<file path="config.mk">
export PLATFORM = sky130hd
export DESIGN_NAME = mem_bus_arbiter_flat
export DESIGN_NICKNAME = d
export VERILOG_FILES = /design/src/rtl/mem_bus_arbiter_if.sv /design/src/rtl/mem_bus_arbiter.sv /design/src/flat_wrapper.sv
export SDC_FILE = /design/constraint.sdc
export NUM_CORES = 1
export LEC_CHECK = 0
export ABC_AREA = 1
export CAP_MARGIN = 15
export CORE_AREA = 2 2 202 204
export DETAILED_ROUTE_END_ITERATION = 10
export DIE_AREA = 0 0 204 206
export PLACE_DENSITY = 0.48
export SKIP_CTS_REPAIR_TIMING = 1
export SLEW_MARGIN = 20
export SYNTH_ARGS = -nofsm -noshare
export SYNTH_HDL_FRONTEND = slang
export SYNTH_SLANG_ARGS = --single-unit
</file>
<file path="constraint.sdc">
create_clock -name clock -period 2.25 [get_ports clock]
set_clock_uncertainty 0.05 [all_clocks]
set_input_delay 0.5625 -clock clock [delete_from_list [all_inputs] [get_ports clock]]
set_output_delay 0.5625 -clock clock [all_outputs]
set_load 0.05 [all_outputs]
</file>
<file path="src/rtl/mem_bus_arbiter_if.sv">
// Request/response bundle between the cache-side requesters, the arbiter and the tagged memory bus.
// The arbiter connects through the master modport; the environment (caches + memory) uses slave.
interface mem_bus_arbiter_if #(
    parameter int N_CH   = 2,
    parameter int ADDR_W = 32,
    parameter int DATA_W = 64,
    parameter int TAG_W  = 4
);
    logic [N_CH-1:0][1:0]        ch_command;
    logic [N_CH-1:0][ADDR_W-1:0] ch_addr;
    logic [N_CH-1:0][DATA_W-1:0] ch_data;
    logic [N_CH-1:0]             ch_grant;
    logic [N_CH-1:0][TAG_W-1:0]  ch_response;
    logic [N_CH-1:0][TAG_W-1:0]  ch_resp_tag;
    logic [N_CH-1:0][DATA_W-1:0] ch_resp_data;
    logic [1:0]                  mem_command;
    logic [ADDR_W-1:0]           mem_addr;
    logic [DATA_W-1:0]           mem_data;
    logic [TAG_W-1:0]            mem2proc_response;
    logic [DATA_W-1:0]           mem2proc_data;
    logic [TAG_W-1:0]            mem2proc_tag;
    logic [N_CH-1:0][TAG_W:0]    outstanding;
    logic                        arb_err;

    modport master (
        input  ch_command, ch_addr, ch_data,
        input  mem2proc_response, mem2proc_data, mem2proc_tag,
        output ch_grant, ch_response, ch_resp_tag, ch_resp_data,
        output mem_command, mem_addr, mem_data,
        output outstanding, arb_err
    );

    modport slave (
        output ch_command, ch_addr, ch_data,
        output mem2proc_response, mem2proc_data, mem2proc_tag,
        input  ch_grant, ch_response, ch_resp_tag, ch_resp_data,
        input  mem_command, mem_addr, mem_data,
        input  outstanding, arb_err
    );
endinterface

</file>
<file path="src/rtl/mem_bus_arbiter.sv">
// N-channel arbiter onto the single tagged memory bus, with grant lock and tag-ownership routing.
// Define MEM_ARB_RR_EN for round-robin arbitration; default build is fixed priority (channel 0 first).
module mem_bus_arbiter #(
    parameter int N_CH   = 2,
    parameter int ADDR_W = 32,
    parameter int DATA_W = 64,
    parameter int TAG_W  = 4
) (
    input  logic              clock,
    input  logic              reset,
    mem_bus_arbiter_if.master bus
);
    localparam int CH_W     = (N_CH > 1) ? $clog2(N_CH) : 1;
    localparam int NUM_TAGS = 1 << TAG_W;
    localparam logic [1:0]     BUS_NONE = 2'd0;
    localparam logic [1:0]     BUS_LOAD = 2'd1;
    localparam logic [TAG_W:0] OUT_MAX  = (TAG_W+1)'(NUM_TAGS);

    typedef enum logic {LOCK_IDLE, LOCK_HELD} lock_state_t;

    lock_state_t                         lock_state_reg;
    logic [CH_W-1:0]                     lock_ch_reg;
    logic [NUM_TAGS-1:0]                 entry_valid_reg;
    logic [NUM_TAGS-1:0][CH_W-1:0]       entry_owner_reg;
    logic [N_CH-1:0][TAG_W:0]            outstanding_reg;
    logic                                arb_err_reg;

    logic [N_CH-1:0]                     req;
    logic                                lock_hold;
    logic                                grant_valid;
    logic [CH_W-1:0]                     grant_idx;
    logic [N_CH-1:0]                     grant_vec;
    logic [1:0]                          granted_cmd;
    logic [ADDR_W-1:0]                   granted_addr;
    logic [DATA_W-1:0]                   granted_data;
    logic                                accepted;
    logic                                rejected;
    logic                                alloc;
    logic                                ret_tag_nz;
    logic                                ret_valid;
    logic                                ret_miss;
    logic [CH_W-1:0]                     ret_owner;
    logic                                alloc_clash;
    logic                                err_event;
    logic [N_CH-1:0]                     inc_vec;
    logic [N_CH-1:0]                     dec_vec;
    logic [N_CH-1:0][TAG_W-1:0]          resp_vec;
    logic [N_CH-1:0][TAG_W-1:0]          resp_tag_vec;
    logic [N_CH-1:0][DATA_W-1:0]         resp_data_vec;

`ifdef MEM_ARB_RR_EN
    logic [CH_W-1:0]                     rr_ptr_reg;
    logic [CH_W:0]                       rr_cand;
`endif

    generate
        for (genvar gi = 0; gi < N_CH; gi++) begin : g_req
            assign req[gi] = (bus.ch_command[gi] != BUS_NONE);
        end
    endgenerate

    // A rejected request keeps the bus only while its owner still asserts it.
    assign lock_hold = (lock_state_reg == LOCK_HELD) && req[lock_ch_reg];

    always_comb begin
        grant_valid = 1'b0;
        grant_idx   = '0;
`ifdef MEM_ARB_RR_EN
        rr_cand     = '0;
`endif
        if (lock_hold) begin
            grant_valid = 1'b1;
            grant_idx   = lock_ch_reg;
        end else begin
`ifdef MEM_ARB_RR_EN
            // Scan downward so the candidate nearest rr_ptr is written last and wins.
            for (int i = N_CH - 1; i >= 0; i--) begin
                rr_cand = {1'b0, rr_ptr_reg} + (CH_W+1)'(i);
                if (rr_cand >= (CH_W+1)'(N_CH)) begin
                    rr_cand = rr_cand - (CH_W+1)'(N_CH);
                end
                if (req[rr_cand[CH_W-1:0]]) begin
                    grant_valid = 1'b1;
                    grant_idx   = rr_cand[CH_W-1:0];
                end
            end
`else
            for (int i = N_CH - 1; i >= 0; i--) begin
                if (req[i]) begin
                    grant_valid = 1'b1;
                    grant_idx   = CH_W'(i);
                end
            end
`endif
        end
    end

    assign granted_cmd  = grant_valid ? bus.ch_command[grant_idx] : BUS_NONE;
    assign granted_addr = grant_valid ? bus.ch_addr[grant_idx]    : '0;
    assign granted_data = grant_valid ? bus.ch_data[grant_idx]    : '0;

    assign bus.mem_command = granted_cmd;
    assign bus.mem_addr    = granted_addr;
    assign bus.mem_data    = granted_data;

    assign accepted = grant_valid && (bus.mem2proc_response != '0);
    assign rejected = grant_valid && (bus.mem2proc_response == '0);
    assign alloc    = accepted && (granted_cmd == BUS_LOAD);

    assign ret_tag_nz = (bus.mem2proc_tag != '0);
    assign ret_valid  = ret_tag_nz && entry_valid_reg[bus.mem2proc_tag];
    assign ret_miss   = ret_tag_nz && !entry_valid_reg[bus.mem2proc_tag];
    assign ret_owner  = entry_owner_reg[bus.mem2proc_tag];

    // Re-allocating a tag that is returning in the same cycle is a legal hand-over.
    assign alloc_clash = alloc && entry_valid_reg[bus.mem2proc_response]
                         && !(ret_valid && (bus.mem2proc_tag == bus.mem2proc_response));
    assign err_event   = ret_miss || alloc_clash;

    generate
        for (genvar gi = 0; gi < N_CH; gi++) begin : g_chan
            assign grant_vec[gi]     = grant_valid && (grant_idx == CH_W'(gi));
            assign resp_vec[gi]      = grant_vec[gi] ? bus.mem2proc_response : '0;
            assign inc_vec[gi]       = alloc && grant_vec[gi];
            assign dec_vec[gi]       = ret_valid && (ret_owner == CH_W'(gi));
            assign resp_tag_vec[gi]  = dec_vec[gi] ? bus.mem2proc_tag  : '0;
            assign resp_data_vec[gi] = dec_vec[gi] ? bus.mem2proc_data : '0;
        end
    endgenerate

    assign bus.ch_grant     = grant_vec;
    assign bus.ch_response  = resp_vec;
    assign bus.ch_resp_tag  = resp_tag_vec;
    assign bus.ch_resp_data = resp_data_vec;
    assign bus.outstanding  = outstanding_reg;
    assign bus.arb_err      = arb_err_reg;

    always_ff @(posedge clock or posedge reset) begin
        if (reset) begin
            lock_state_reg  <= LOCK_IDLE;
            lock_ch_reg     <= '0;
            entry_valid_reg <= '0;
            entry_owner_reg <= '0;
            outstanding_reg <= '0;
            arb_err_reg     <= 1'b0;
        end else begin
            if (rejected) begin
                lock_state_reg <= LOCK_HELD;
                lock_ch_reg    <= grant_idx;
            end else begin
                lock_state_reg <= LOCK_IDLE;
            end

            // Allocation is written after the clear so a same-tag hand-over leaves the entry valid.
            if (ret_valid) begin
                entry_valid_reg[bus.mem2proc_tag] <= 1'b0;
            end
            if (alloc) begin
                entry_valid_reg[bus.mem2proc_response] <= 1'b1;
                entry_owner_reg[bus.mem2proc_response] <= grant_idx;
            end

            for (int c = 0; c < N_CH; c++) begin
                if (inc_vec[c] && !dec_vec[c] && (outstanding_reg[c] != OUT_MAX)) begin
                    outstanding_reg[c] <= outstanding_reg[c] + 1'b1;
                end else if (dec_vec[c] && !inc_vec[c] && (outstanding_reg[c] != '0)) begin
                    outstanding_reg[c] <= outstanding_reg[c] - 1'b1;
                end
            end

            if (err_event) begin
                arb_err_reg <= 1'b1;
            end
        end
    end

`ifdef MEM_ARB_RR_EN
    always_ff @(posedge clock or posedge reset) begin
        if (reset) begin
            rr_ptr_reg <= '0;
        end else if (accepted) begin
            rr_ptr_reg <= (grant_idx == CH_W'(N_CH - 1)) ? '0 : grant_idx + 1'b1;
        end
    end
`endif
endmodule

</file>
<file path="src/flat_wrapper.sv">
// flat-port wrapper written by rule: the top's interface ports become plain ports
module mem_bus_arbiter_flat 
#(
    parameter int N_CH   = 2,
    parameter int ADDR_W = 32,
    parameter int DATA_W = 64,
    parameter int TAG_W  = 4
)
  (clock, reset, bus_ch_command, bus_ch_addr, bus_ch_data, bus_mem2proc_response, bus_mem2proc_data, bus_mem2proc_tag, bus_ch_grant, bus_ch_response, bus_ch_resp_tag, bus_ch_resp_data, bus_mem_command, bus_mem_addr, bus_mem_data, bus_outstanding, bus_arb_err);
  mem_bus_arbiter_if #(.N_CH(N_CH), .ADDR_W(ADDR_W), .DATA_W(DATA_W), .TAG_W(TAG_W)) bus_i ();
  input  logic clock;
  input  logic reset;
  input wire logic [$bits(bus_i.ch_command)-1:0] bus_ch_command;
  input wire logic [$bits(bus_i.ch_addr)-1:0] bus_ch_addr;
  input wire logic [$bits(bus_i.ch_data)-1:0] bus_ch_data;
  input wire logic [$bits(bus_i.mem2proc_response)-1:0] bus_mem2proc_response;
  input wire logic [$bits(bus_i.mem2proc_data)-1:0] bus_mem2proc_data;
  input wire logic [$bits(bus_i.mem2proc_tag)-1:0] bus_mem2proc_tag;
  output wire logic [$bits(bus_i.ch_grant)-1:0] bus_ch_grant;
  output wire logic [$bits(bus_i.ch_response)-1:0] bus_ch_response;
  output wire logic [$bits(bus_i.ch_resp_tag)-1:0] bus_ch_resp_tag;
  output wire logic [$bits(bus_i.ch_resp_data)-1:0] bus_ch_resp_data;
  output wire logic [$bits(bus_i.mem_command)-1:0] bus_mem_command;
  output wire logic [$bits(bus_i.mem_addr)-1:0] bus_mem_addr;
  output wire logic [$bits(bus_i.mem_data)-1:0] bus_mem_data;
  output wire logic [$bits(bus_i.outstanding)-1:0] bus_outstanding;
  output wire logic [$bits(bus_i.arb_err)-1:0] bus_arb_err;
  assign bus_i.ch_command = bus_ch_command;
  assign bus_i.ch_addr = bus_ch_addr;
  assign bus_i.ch_data = bus_ch_data;
  assign bus_i.mem2proc_response = bus_mem2proc_response;
  assign bus_i.mem2proc_data = bus_mem2proc_data;
  assign bus_i.mem2proc_tag = bus_mem2proc_tag;
  assign bus_ch_grant = bus_i.ch_grant;
  assign bus_ch_response = bus_i.ch_response;
  assign bus_ch_resp_tag = bus_i.ch_resp_tag;
  assign bus_ch_resp_data = bus_i.ch_resp_data;
  assign bus_mem_command = bus_i.mem_command;
  assign bus_mem_addr = bus_i.mem_addr;
  assign bus_mem_data = bus_i.mem_data;
  assign bus_outstanding = bus_i.outstanding;
  assign bus_arb_err = bus_i.arb_err;
  mem_bus_arbiter #(.N_CH(N_CH), .ADDR_W(ADDR_W), .DATA_W(DATA_W), .TAG_W(TAG_W)) u_core (.clock(clock), .reset(reset), .bus(bus_i));
endmodule
</file>
Yosys cells after proc, flatten, opt, wreduce, memory -nomap -nowiden
Index checks and enable logic that the tools add are counted.
{ "word_totals": {"reg_bits": 45, "word_cells": 122} }
{ "classes": {"order_cmp": 6, "n_reduce_logical": 41, "bitwise_logic": 5, "n_mux": 40, "addsub": 4, "n_eq_ne": 4} }
{ "op_table": {"columns": ["cell", "count"], "rows": [
  ["64-bit 2-to-1 mux", 5],
  ["32-bit 2-to-1 mux", 3],
  ["16-bit 2-to-1 mux", 2],
  ["1-bit logical AND", 25],
  ["5-bit 2-to-1 mux", 4],
  ["16-bit bitwise AND", 1],
  ["16-bit bitwise mux", 1],
  ["4-bit 2-to-1 mux", 4],
  ["16-bit inverter", 1],
  ["16-bit bitwise OR", 1],
  ["1-bit 2-to-1 mux", 13],
  ["1-bit binary-select mux with 4-bit select", 3],
  ["5-bit by 1-bit adder with 5-bit output, second input constant", 2],
  ["4-bit by 5-bit less-than comparator with 1-bit output, second input constant", 2],
  ["5-bit != test, second input constant", 2],
  ["5-bit nonzero test", 2],
  ["5-bit by 1-bit subtractor with 5-bit output, second input constant", 2],
  ["1-bit demux with 4-bit select", 2],
  ["4-bit by 1-bit >= comparator with 1-bit output, second input constant", 2],
  ["2-bit nonzero test", 4],
  ["4-bit nonzero test", 2],
  ["1-bit logical NOT", 6],
  ["2-bit 2-to-1 mux", 3],
  ["4-bit equality test", 1],
  ["5 further kinds", 7]
]} }

Depth between registers and ports, before layout
{ "logic_depth": {"word_depth": 16, "depth_mapped": 20, "depth_no_buf": 19} }

Least setup slack after synthesis
OpenSTA, ideal clock, no wires.
{ "synth_timing": {"kind": "input -> output", "from": "input bus_ch_command[3]", "to": "output bus_ch_response[0]", "slack_ns": -0.628, "n_path_buf": 1, "t_arrival_ns": 2.266, "stages": 8, "cell_sequence": "nor2_1 -> inv_1 -> nand2_1 -> inv_2 -> nor2_2 -> buf_2 -> inv_1 -> nor2_1"} }
{ "synth_between": {"elab_chain_cells": 8, "word_cells_on_any_way": 12} }
{ "synth_lines": {"columns": ["item", "line_no", "rtl"], "rows": [
  ["start, declared", "flat_wrapper.sv:13", "input wire logic [$bits(bus_i.ch_command)-1:0] bus_ch_command;"],
  ["2-bit nonzero test (*)", "mem_bus_arbiter.sv:58", "assign req[gi] = (bus.ch_command[gi] != BUS_NONE);"],
  ["1-bit 2-to-1 mux (implied by the code) (2 in a row)", "mem_bus_arbiter.sv:63", "assign lock_hold = (lock_state_reg == LOCK_HELD) && req[lock_ch_reg];"],
  ["1-bit logical AND", "mem_bus_arbiter.sv:63", null],
  ["1-bit 2-to-1 mux", "mem_bus_arbiter.sv:71", "if (lock_hold) begin"],
  ["1-bit inverter", "mem_bus_arbiter.sv:122", "assign grant_vec[gi] = grant_valid && (grant_idx == CH_W'(gi));"],
  ["1-bit logical AND (*)", "mem_bus_arbiter.sv:122", null],
  ["named net bus_ch_grant[0]", "flat_wrapper.sv:19", "output wire logic [$bits(bus_i.ch_grant)-1:0] bus_ch_grant;"],
  ["4-bit 2-to-1 mux (*)", "mem_bus_arbiter.sv:123", "assign resp_vec[gi] = grant_vec[gi] ? bus.mem2proc_response : '0;"],
  ["end, declared", "flat_wrapper.sv:20", "output wire logic [$bits(bus_i.ch_response)-1:0] bus_ch_response;"]
]} }
Mark *: on every way through the listed nets, which the timed path passes. The rest lies on a longest branch. The select of a mux whose other input is x is not followed.

Worst setup path in the final report
{ "layout_timing": {"from": "input bus_mem2proc_tag[0]", "to": "output bus_ch_resp_data[106]"} }
{ "layout_between": {"elab_chain_cells": 5, "word_cells_on_any_way": 8} }
{ "layout_lines": {"columns": ["item", "line_no", "rtl"], "rows": [
  ["start, declared", "flat_wrapper.sv:18", "input wire logic [$bits(bus_i.mem2proc_tag)-1:0] bus_mem2proc_tag;"],
  ["1-bit binary-select mux with 4-bit select", "mem_bus_arbiter.sv:111", "assign ret_valid = ret_tag_nz && entry_valid_reg[bus.mem2proc_tag];"],
  ["1-bit 2-to-1 mux (implied by the code)", "mem_bus_arbiter.sv:111", null],
  ["1-bit logical AND", "mem_bus_arbiter.sv:111", null],
  ["1-bit logical AND (*)", "mem_bus_arbiter.sv:125", "assign dec_vec[gi] = ret_valid && (ret_owner == CH_W'(gi));"],
  ["64-bit 2-to-1 mux (*)", "mem_bus_arbiter.sv:127", "assign resp_data_vec[gi] = dec_vec[gi] ? bus.mem2proc_data : '0;"],
  ["end, declared", "flat_wrapper.sv:22", "output wire logic [$bits(bus_i.ch_resp_data)-1:0] bus_ch_resp_data;"]
]} }
Mark *: on every way between the ends. The rest lies on a longest branch, timed or not. The select of a mux whose other input is x is not followed.

==> flow_metrics.tcl <==
set metrics [dict create \
    status "finished, violations left" \
    violations "setup timing" \
    dp.final_hpwl_mm 29.3 \
    gp_congestion 0.867 \
    multi_input_area_um2 5010 \
    vias 7623 \
    cp-start-kind "input port" \
    relSlewSlack 0.778 \
    finalWorstSetupSlack_ps -605 \
    cts_tree "done" \
    grt_pass1_vias 7518 \
    design_area_um2 16700 \
    antenna_cells 0 \
    fillers 3899 \
    setup_violations 247 \
    rows 74 \
    synth.top_cell.area_share 0.246 \
    whs_ps 352 \
    switchingPower_mw 4.16 \
    fp.dieH_um 206 \
    crit_type "input port to output pin" \
    clockBufferDepth 2 \
    final_cell_mix "clkdlybuf4s50_1, buf_12, nand2_1" \
    reg2reg_to "u_core.bus.outstanding[9]" \
    fp.dieW_um 204 \
    drive_above_1_share 0.528 \
    ant_nets 0 \
    clk_pin_slew_worst_paths_ps 70 \
    tightestPinTransition_ps 330 \
    antenna_found_initial 4 \
    grt_pass1_wl_mm 47.3 \
    die_area_um2 42000 \
    rsz0062_at_grt "true" \
    insertion_delay_ps 290 \
    timing.fmax_ghz 0.350 \
    arrival_ps 2240 \
    remaining_drc_errors 0 \
    holdPathEnd "u_core.entry_owner_reg[0]" \
    worst_ep_required_time_ps 1640 \
    finalHoldViolations 0 \
    holdCritPathClass "register to register" \
    ys_seq_elements 45 \
    power_mw 8.84 \
    synth_seq_area_share 0.246 \
    drt-vias-per-instance 3.96 \
    overflow 0 \
    timing.max_cap.violations 0 \
    p_int_mw 4.68 \
    grt_max_degree 46 \
    avgRoutedWirePerCell_um 18.8 \
    area_growth_pct 264 \
    drt_wl_total_mm 36.2 \
    ctsRootBufferMaster "clkbuf_16" \
    cp_max_fo 8 \
    io_pins 525 \
    synthesis.nets 1018 \
    worstSetupEndpointType "output pin" \
    swShare 0.471 \
    placed_cells 1857 \
    netlist_area_um2 4580 \
    post_dp_cell_area_um2 14100 \
    drt-initial-drc-count 300 \
    min_from "u_core.entry_owner_reg[0]" \
    yosysWarnings 0 \
    seqPwrFrac 0.136 \
    core_um2 40200 \
    seqCellArea_um2 1130 \
    slew_viol_final 0 \
    r2r_slack_ps -300 \
    grt_use_total 0.148 \
    ir_drop_v 0.000315 \
    reg2reg_from "u_core.entry_valid_reg[6]" \
    fin_util 0.415 \
    yosysTopAreaCell "dfrtp_1" \
    period_needed_ps 2850 \
    cts_buffers 5 \
    clock-sinks 45 \
    p_comb_frac 0.763 \
    firstDrtPassIters 4 \
    start_util 0.114 \
    io_buffers 524 \
    num-nets-final 1668 \
    power_density_nw_per_um2 530 \
    clkPwrFrac 0.100 \
    leakage_nw 7.32 \
    rr_worst_depth 20 \
    syn_inst 740 \
    postSynthAreaPerCell_um2 6.19 \
    fin_crit_sh 1.27 \
    yosysUniqueCellTypes 32 \
    layout.cells.most_common "clkdlybuf4s50_1" \
    final_cells 1923 \
    hold_depth 0 \
    htree_levels 2 \
    synth_area_leaders "dfrtp_1, a22o_1, nand2_1" \
]
-- metrics by stage --
stage	setup TNS (ps)	setup slack, ps
after floorplan	-26580	-262
after global placement	-225070	-1000
after detailed placement	-226730	-1020
after CTS	-216570	-1050
after global routing	-131170	-708
final	-106680	-605
-- metal layers --
| layer | up-vias | wire length (µm) | GRT usage |
|---|---|---|---|
| met2 | 350 | 19700 | 0.286 |
| li1 | 3711 | - | - |
| met4 | 6 | 582 | 0.0210 |
| met1 | 3520 | 13200 | 0.167 |
| met3 | 36 | 2670 | 0.0353 |
| met5 | - | 39 | 0 |
-- critical path, stage by stage --
cell and delay (ps):
buf_12 120, buf_16 160, inv_16 70, nand2_2 50
nand2_1 70, nand2_1 50, nand2_1 70, nand2_1 70
nand2_2 110, nor2_4 60, nor2_4 190, nand2_8 140
buf_16 190, nor2_4 170, buf_12 160
-- cells by family (layout without fill, tap and decap cells) --
kind of cell               Yosys count  after routing  synth area share
AOI/OAI and AO/OA                  147            147             0.244
xor gates and xnor gates             6              6            0.0115
adders and majority gates            8              8            0.0251
buffers and inverters              147            797             0.137
DFF                                 45             45             0.246
and+or+nand+nor                    387            388             0.337
-- how the worst max path moves through the flow --
stage,from,to,slack [ps],cells past startpoint
2_1_floorplan,bus_mem2proc_tag[0],bus_ch_resp_data[110],-260,14
3_3_place_gp,bus_mem2proc_tag[3],bus_ch_resp_data[10],-1000,12
3_5_place_dp,bus_mem2proc_tag[0],bus_ch_resp_data[10],-1020,16
4_1_cts,bus_mem2proc_tag[0],bus_ch_resp_data[10],-1050,16
5_1_grt,bus_mem2proc_tag[2],bus_ch_resp_data[104],-710,12
6_report,bus_mem2proc_tag[0],bus_ch_resp_data[106],-600,15
-- cell usage after synthesis --
master    number
nor2_1       167
o22ai_1        4
clkbuf_1      18
dfrtp_1       45
xnor2_1        2
nor3_2         1
buf_4          2
buf_6          6
inv_1         97
buf_2         18
nand2_2        4
o21ai_0       34
nor2_4         3
nor3_1         9
nor2_2         1
o21ai_2        1
a21oi_1        7
nor4_1         1
nand2_1      179
clkinv_1       1
nand4_1        4
o31ai_1        3
buf_1          2
xor2_1         4
a31oi_1        1
nand3_1       17
fa_1           2
a22o_1        96
ha_1           6
a21o_1         1
nand3_2        1
inv_2          3
-- power groups by stage --
stage / registers (mW) / logic, mW / clock network (mW)
2_1_floorplan: 1.48 / 2.97 / 0
3_3_place_gp: 1.20 / 5.81 / 0
3_5_place_dp: 1.20 / 5.84 / 0
4_1_cts: 1.18 / 5.86 / 0.918
5_1_grt: 1.23 / 7.11 / 0.936
6_report: 1.21 / 6.75 / 0.886
-- layout make-up --
| type | count | area share |
|---|---|---|
| Timing Repair inverter | 3 | 0.00203 |
| Sequential cell | 45 | 0.0676 |
| Inverter | 101 | 0.0245 |
| Clock inverter | 3 | 0.00285 |
| Clock buffer | 5 | 0.00751 |
| Multi-Input combinational cell | 549 | 0.300 |
| Tap cell | 532 | 0.0399 |
| Timing Repair Buffer | 685 | 0.555 |
No activity file was read; power rests on OpenSTA's default activity.
==> edit 1, RTL diff (same settings) <==
`ADDR_W` is set to 32 in 3 places; all go to 28.
--- a/src/rtl/mem_bus_arbiter_if.sv
+++ b/src/rtl/mem_bus_arbiter_if.sv
@@ -2,7 +2,7 @@
 // The arbiter connects through the master modport; the environment (caches + memory) uses slave.
 interface mem_bus_arbiter_if #(
     parameter int N_CH   = 2,
-    parameter int ADDR_W = 32,
+    parameter int ADDR_W = 28,
     parameter int DATA_W = 64,
     parameter int TAG_W  = 4
 );
--- a/src/rtl/mem_bus_arbiter.sv
+++ b/src/rtl/mem_bus_arbiter.sv
@@ -2,7 +2,7 @@
 // Define MEM_ARB_RR_EN for round-robin arbitration; default build is fixed priority (channel 0 first).
 module mem_bus_arbiter #(
     parameter int N_CH   = 2,
-    parameter int ADDR_W = 32,
+    parameter int ADDR_W = 28,
     parameter int DATA_W = 64,
     parameter int TAG_W  = 4
 ) (
--- a/src/flat_wrapper.sv
+++ b/src/flat_wrapper.sv
@@ -2,7 +2,7 @@
 module mem_bus_arbiter_flat 
 #(
     parameter int N_CH   = 2,
-    parameter int ADDR_W = 32,
+    parameter int ADDR_W = 28,
     parameter int DATA_W = 64,
     parameter int TAG_W  = 4
 )
Ports: changed (resized bus_ch_addr and bus_mem_addr); port bits go from 525 to 513. The function was not compared with the original's and may differ.
==> edit 1 against the unedited design <==
  * The flow still finishes with violations (negative setup slack)
  * Worst setup slack better by 0.12 ns
  * Wire length fell by 3.3%
  * Final area shrank 7.6%
  * Synthesized cell count is 1.9% lower
  * Power fell by 14%
  * Clock power fell by 16%
  * Synthesized area down 1.9%
  * Sequential cell count is the same
  * Critical endpoint is now bus_ch_resp_data[51]
==> edit 1: results (changes against the unedited design) <==
CP max FO=10 (+2); reg-to-reg endpoint=u_core.bus.outstanding[4]; ranking of synthesized cells by area=dfrtp_1, a22o_1, nand2_1, nor2_1, inv_1; Total GRT Usage=14.8% (about the same); Compound-Gate Fraction of Synth Area=24.1% (-0.26 points); setup_tns=-91.45 ns (+15.24 ns); Reg2Reg Setup Slack=-0.14 ns (+0.16 ns); Worst Path Arrival=2.12 ns (-0.12 ns); drt initial violations=334 (+11%); worst reg-to-reg path cell count=19 (-5.0%); Nets=1616 (-3.1%); worst setup margin=-0.485 ns (+0.120 ns); Lkg Pwr=6.77 nW (-7.5%); CP endpoint=bus_ch_resp_data[51]; Final setup viols=246 (-0.40%); global-route wire length before repair=47300 microns (about the same); xor and xnor area share after synthesis=1.56% (+0.41 points); gpl congestion=0.892 (+2.8%); Place WS=-1.04 ns (-0.0168 ns); Slew headroom=75.8% (-2.0 points); PortBufs=512 (-2.3%); initial antenna violation count=5 (+1); detailed placer's ending HPWL=29000 microns (-0.75%); vias in the first global route=7647 (+1.7%); share of cells above drive strength 1=52.5% (-0.39 points); failing checks=negative setup slack; reg2reg start=u_core.entry_valid_reg[7]; clock-pin slew on the worst setup and hold paths=0.06 ns; outcome=finished with violations; register area share after synthesis=25.0% (+0.47 points); Synth Area in Adders=2.56% (+0.048 points); placed cell area=14300 sq um (+1.8%)
[edit 1: per-layer routing]
layer	global-route usage [%]	share of wire, %	up-vias
li1	-	-	3612
met3	4.19	8.3	34
met1	15.9	36	3414
met2	28.9	54	343
met4	2.51	1.8	6
met5	0	0.11	-
[edit 1: per-stage QoR]
| stage | cells | util [%] | power (mW) | hold WS (ns) |
|---|---|---|---|---|
| after floorplan | 726 | - | 4.20 | 0.379 |
| after global placement | 1842 | 35.7 | 6.58 | 0.327 |
| after detailed placement | 1842 | 35.7 | 6.61 | 0.334 |
| after CTS | 1849 | 36.0 | 7.39 | 0.348 |
| after global routing | 1879 | 38.4 | 8.01 | 0.351 |
| final | 1879 | 38.4 | 7.59 | 0.340 |
[edit 1: area by class of cell]
class                      instances  area [sq um]
antenna                            1          2.50
clock buffer                       5           125
clock inverter                     2          13.8
fill                            3967         24800
inverter                          96           423
multi-input combinational        541          4870
sequential                        45          1130
tap                              532           666
timing repair buffer             654          8150
timing repair inverter             3          36.3
[edit 1: logic make-up (layout without fill, tap and decap cells)]
group	count (synthesis)	after routing
flip-flops	45	45
other	0	1
XOR/XNOR	8	8
AND/OR/NAND/NOR	380	381
adder cells (fa/ha/maj)	8	8
buffers and inverters	141	760
AO/OA/AOI/OAI	144	144
[edit 1: critical path, cell delays in order]
cell and delay (ns):
buf_12 0.12, clkbuf_16 0.16, nand2_1 0.11, nand2_1 0.06, nand2_1 0.05, nand2_1 0.05, nand2_1 0.06, nand2_2 0.07
nor2_4 0.13, nand3_4 0.14, buf_12 0.18, buf_12 0.14, nor2_4 0.13, buf_12 0.14
[edit 1: how the worst min path moves through the flow]
stage / start / cells after the start / to
finish: u_core.entry_owner_reg[0] / 0 / u_core.entry_owner_reg[0]
global route: u_core.entry_owner_reg[0] / 0 / u_core.entry_owner_reg[0]
CTS: u_core.entry_owner_reg[0] / 0 / u_core.entry_owner_reg[0]
detailed placement: u_core.entry_owner_reg[0] / 0 / u_core.entry_owner_reg[0]
global placement: u_core.entry_owner_reg[0] / 0 / u_core.entry_owner_reg[0]
floorplan: u_core.entry_owner_reg[0] / 1 / u_core.entry_owner_reg[0]
[edit 1: power by group]
group          internal (mW)  switching [mW]
sequential             0.981           0.165
clock                  0.408           0.332
combinational           2.55            3.14
total                   3.94            3.64
==> edit 2, RTL diff (config.mk and constraints unchanged) <==
Made on the original files. The option `MEM_ARB_RR_EN` is turned on by a define.
--- a/src/rtl/mem_bus_arbiter.sv
+++ b/src/rtl/mem_bus_arbiter.sv
@@ -1,5 +1,7 @@
 // N-channel arbiter onto the single tagged memory bus, with grant lock and tag-ownership routing.
 // Define MEM_ARB_RR_EN for round-robin arbitration; default build is fixed priority (channel 0 first).
+`define MEM_ARB_RR_EN
+
 module mem_bus_arbiter #(
     parameter int N_CH   = 2,
     parameter int ADDR_W = 32,
Formal check against the unedited RTL: not equivalent (Yosys sat finds a counterexample within 4 cycles, from zero or initial values and one cycle with reset high).
==> edit 2 against the unedited design <==
  * Clock power down 14%
  * Synthesized area up 1.2%
  * Non-clock buffer count up 28
  * Power up 37%
  * The flow still finishes with violations (negative setup slack)
  * Wire length up 1.6%
  * Sequential cell count up 1
  * Final area up 6.3%
  * Sequential share of layout area down 0.26 points
  * Worst setup slack worse by 0.0090 ns
  * Worst hold slack worse by 0.0014 ns
  * Highest routed layer unchanged
  * Maximum frequency down 0.32%
  * Cell count up 2.0%
==> edit 2: results (changes against the unedited design) <==
met2 wire length=20000 microns (+1.3%); ant diodes=1 (+1); post-DR vias/cell=4.00 (+0.97%); number of non-clock buffers=713 (+4.1%); syn nets=1028 (+0.98%); Sw Pwr=5.68 mW (+36%); combinational gate power=10.0 mW (+48%); post-synthesis area per instance=6.19 sq um (about the same); Total GRT Usage=15.3% (+0.51 points); routed wl met3=2580 microns (-3.3%); Cell variety after synth=31 (-3.1%); DR WL/cell=18.8 microns (-0.35%); Max VDD drop=0.282 mV (-10%); Metal-1 WL=13600 microns (+3.1%); total number of vias=7849 (+3.0%); grt met3 use=3.50% (-0.032 points); Slew headroom=63.0% (-15 points); Clock net power=764 uW (-14%); Clk Tree Root Cell=clkbuf_16; Lkg Pwr=7.64 nW (+4.2%); multi-input combinational area share=29.2% (-0.82 points); commonest cells in the netlist=nor2_1, nand2_1, inv_1; failing checks=negative setup slack; Final setup viols=252 (+2.0%); setup_tns=-123.33 ns (-16.64 ns); Non-clk invs=115 (+11%); PortBufs=524 (unchanged); fill count=3797 (-2.6%); Slew @ Worst Pin=0.550 ns (+0.221 ns); worst setup margin=-0.614 ns (-0.00903 ns); Nets=1706 (+2.3%); met2 Use GR=29.3% (+0.70 points); FFs & Latches=46 (+2.2%); Worst Path Arrival=2.25 ns; share of cells above drive strength 1=55.0% (+2.1 points); Seq. cell area=1150 sq um (+2.2%); detailed placer's ending HPWL=30300 microns (+3.4%); M1 GR Usage=17.3% (+0.54 points); multi-input gates=546 (-0.55%); Signal buf overhead=57.0% (+1.5 points); Clock-cell share=0.826% (-0.21 points); Hold Path Class=reg2reg; ranking of synthesized cells by area=dfrtp_1, a22o_1, nor2_1, nand2_1, inv_1; register area share after synthesis=24.8% (+0.24 points); global-route wire length before repair=48700 microns (+3.0%); largest net degree at the start of global routing=47 (+2.2%); initial antenna violation count=2 (-2); outcome=finished with violations; drt initial violations=273 (-9.0%); gpl congestion=0.828 (-4.5%); Placed Instances=1891 (+1.8%)
[edit 2: critical path: stages]
cell	delay, ns
buf_12	0.12
buf_16	0.15
inv_8	0.07
nand2_1	0.05
nand2_1	0.05
nand2_1	0.04
nand2_1	0.08
nand2_2	0.08
nand2_4	0.09
buf_6	0.09
inv_1	0.03
nand2_2	0.08
nand3_4	0.12
buf_12	0.18
buf_12	0.15
nor2_4	0.13
buf_12	0.14
[edit 2: path summary, 6_finish.rpt]
path                                            from                        end  slack, ns  depth (start not counted)
min in group asynchronous                      reset  u_core.bus.outstanding[7]       0.56                          3
hold / removal             u_core.entry_owner_reg[0]  u_core.entry_owner_reg[0]       0.35                          0
max in group asynchronous                      reset          u_core.rr_ptr_reg       1.33                          3
hold reg to reg            u_core.entry_owner_reg[0]  u_core.entry_owner_reg[0]       0.35                          0
setup reg to reg           u_core.entry_valid_reg[7]  u_core.bus.outstanding[4]      -0.36                         23
setup / recovery                 bus_mem2proc_tag[0]       bus_ch_resp_data[19]      -0.61                         17
[edit 2: metrics by stage]
| stage | instance area, sq um | worst slack (ns) | total power, mW | hold WS [ns] |
|---|---|---|---|---|
| final | 17700 | -0.614 | 12.1 | 0.351 |
| after global routing | 17700 | -0.740 | 12.7 | 0.360 |
| after CTS | 16100 | -1.12 | 11.2 | 0.334 |
| after detailed placement | 15900 | -1.18 | 10.4 | 0.318 |
| after global placement | 15900 | -1.13 | 10.4 | 0.317 |
| after floorplan | 6840 | -0.324 | 6.02 | 0.379 |
[edit 2: kinds of logic after synthesis]
logic type,Yosys count,share of synthesized area (%)
compound gates,150,24.4
fa+ha+maj,9,2.75
simple gates,379,33.1
xor+xnor,8,1.51
flops,46,24.8
buf+inv,157,13.4
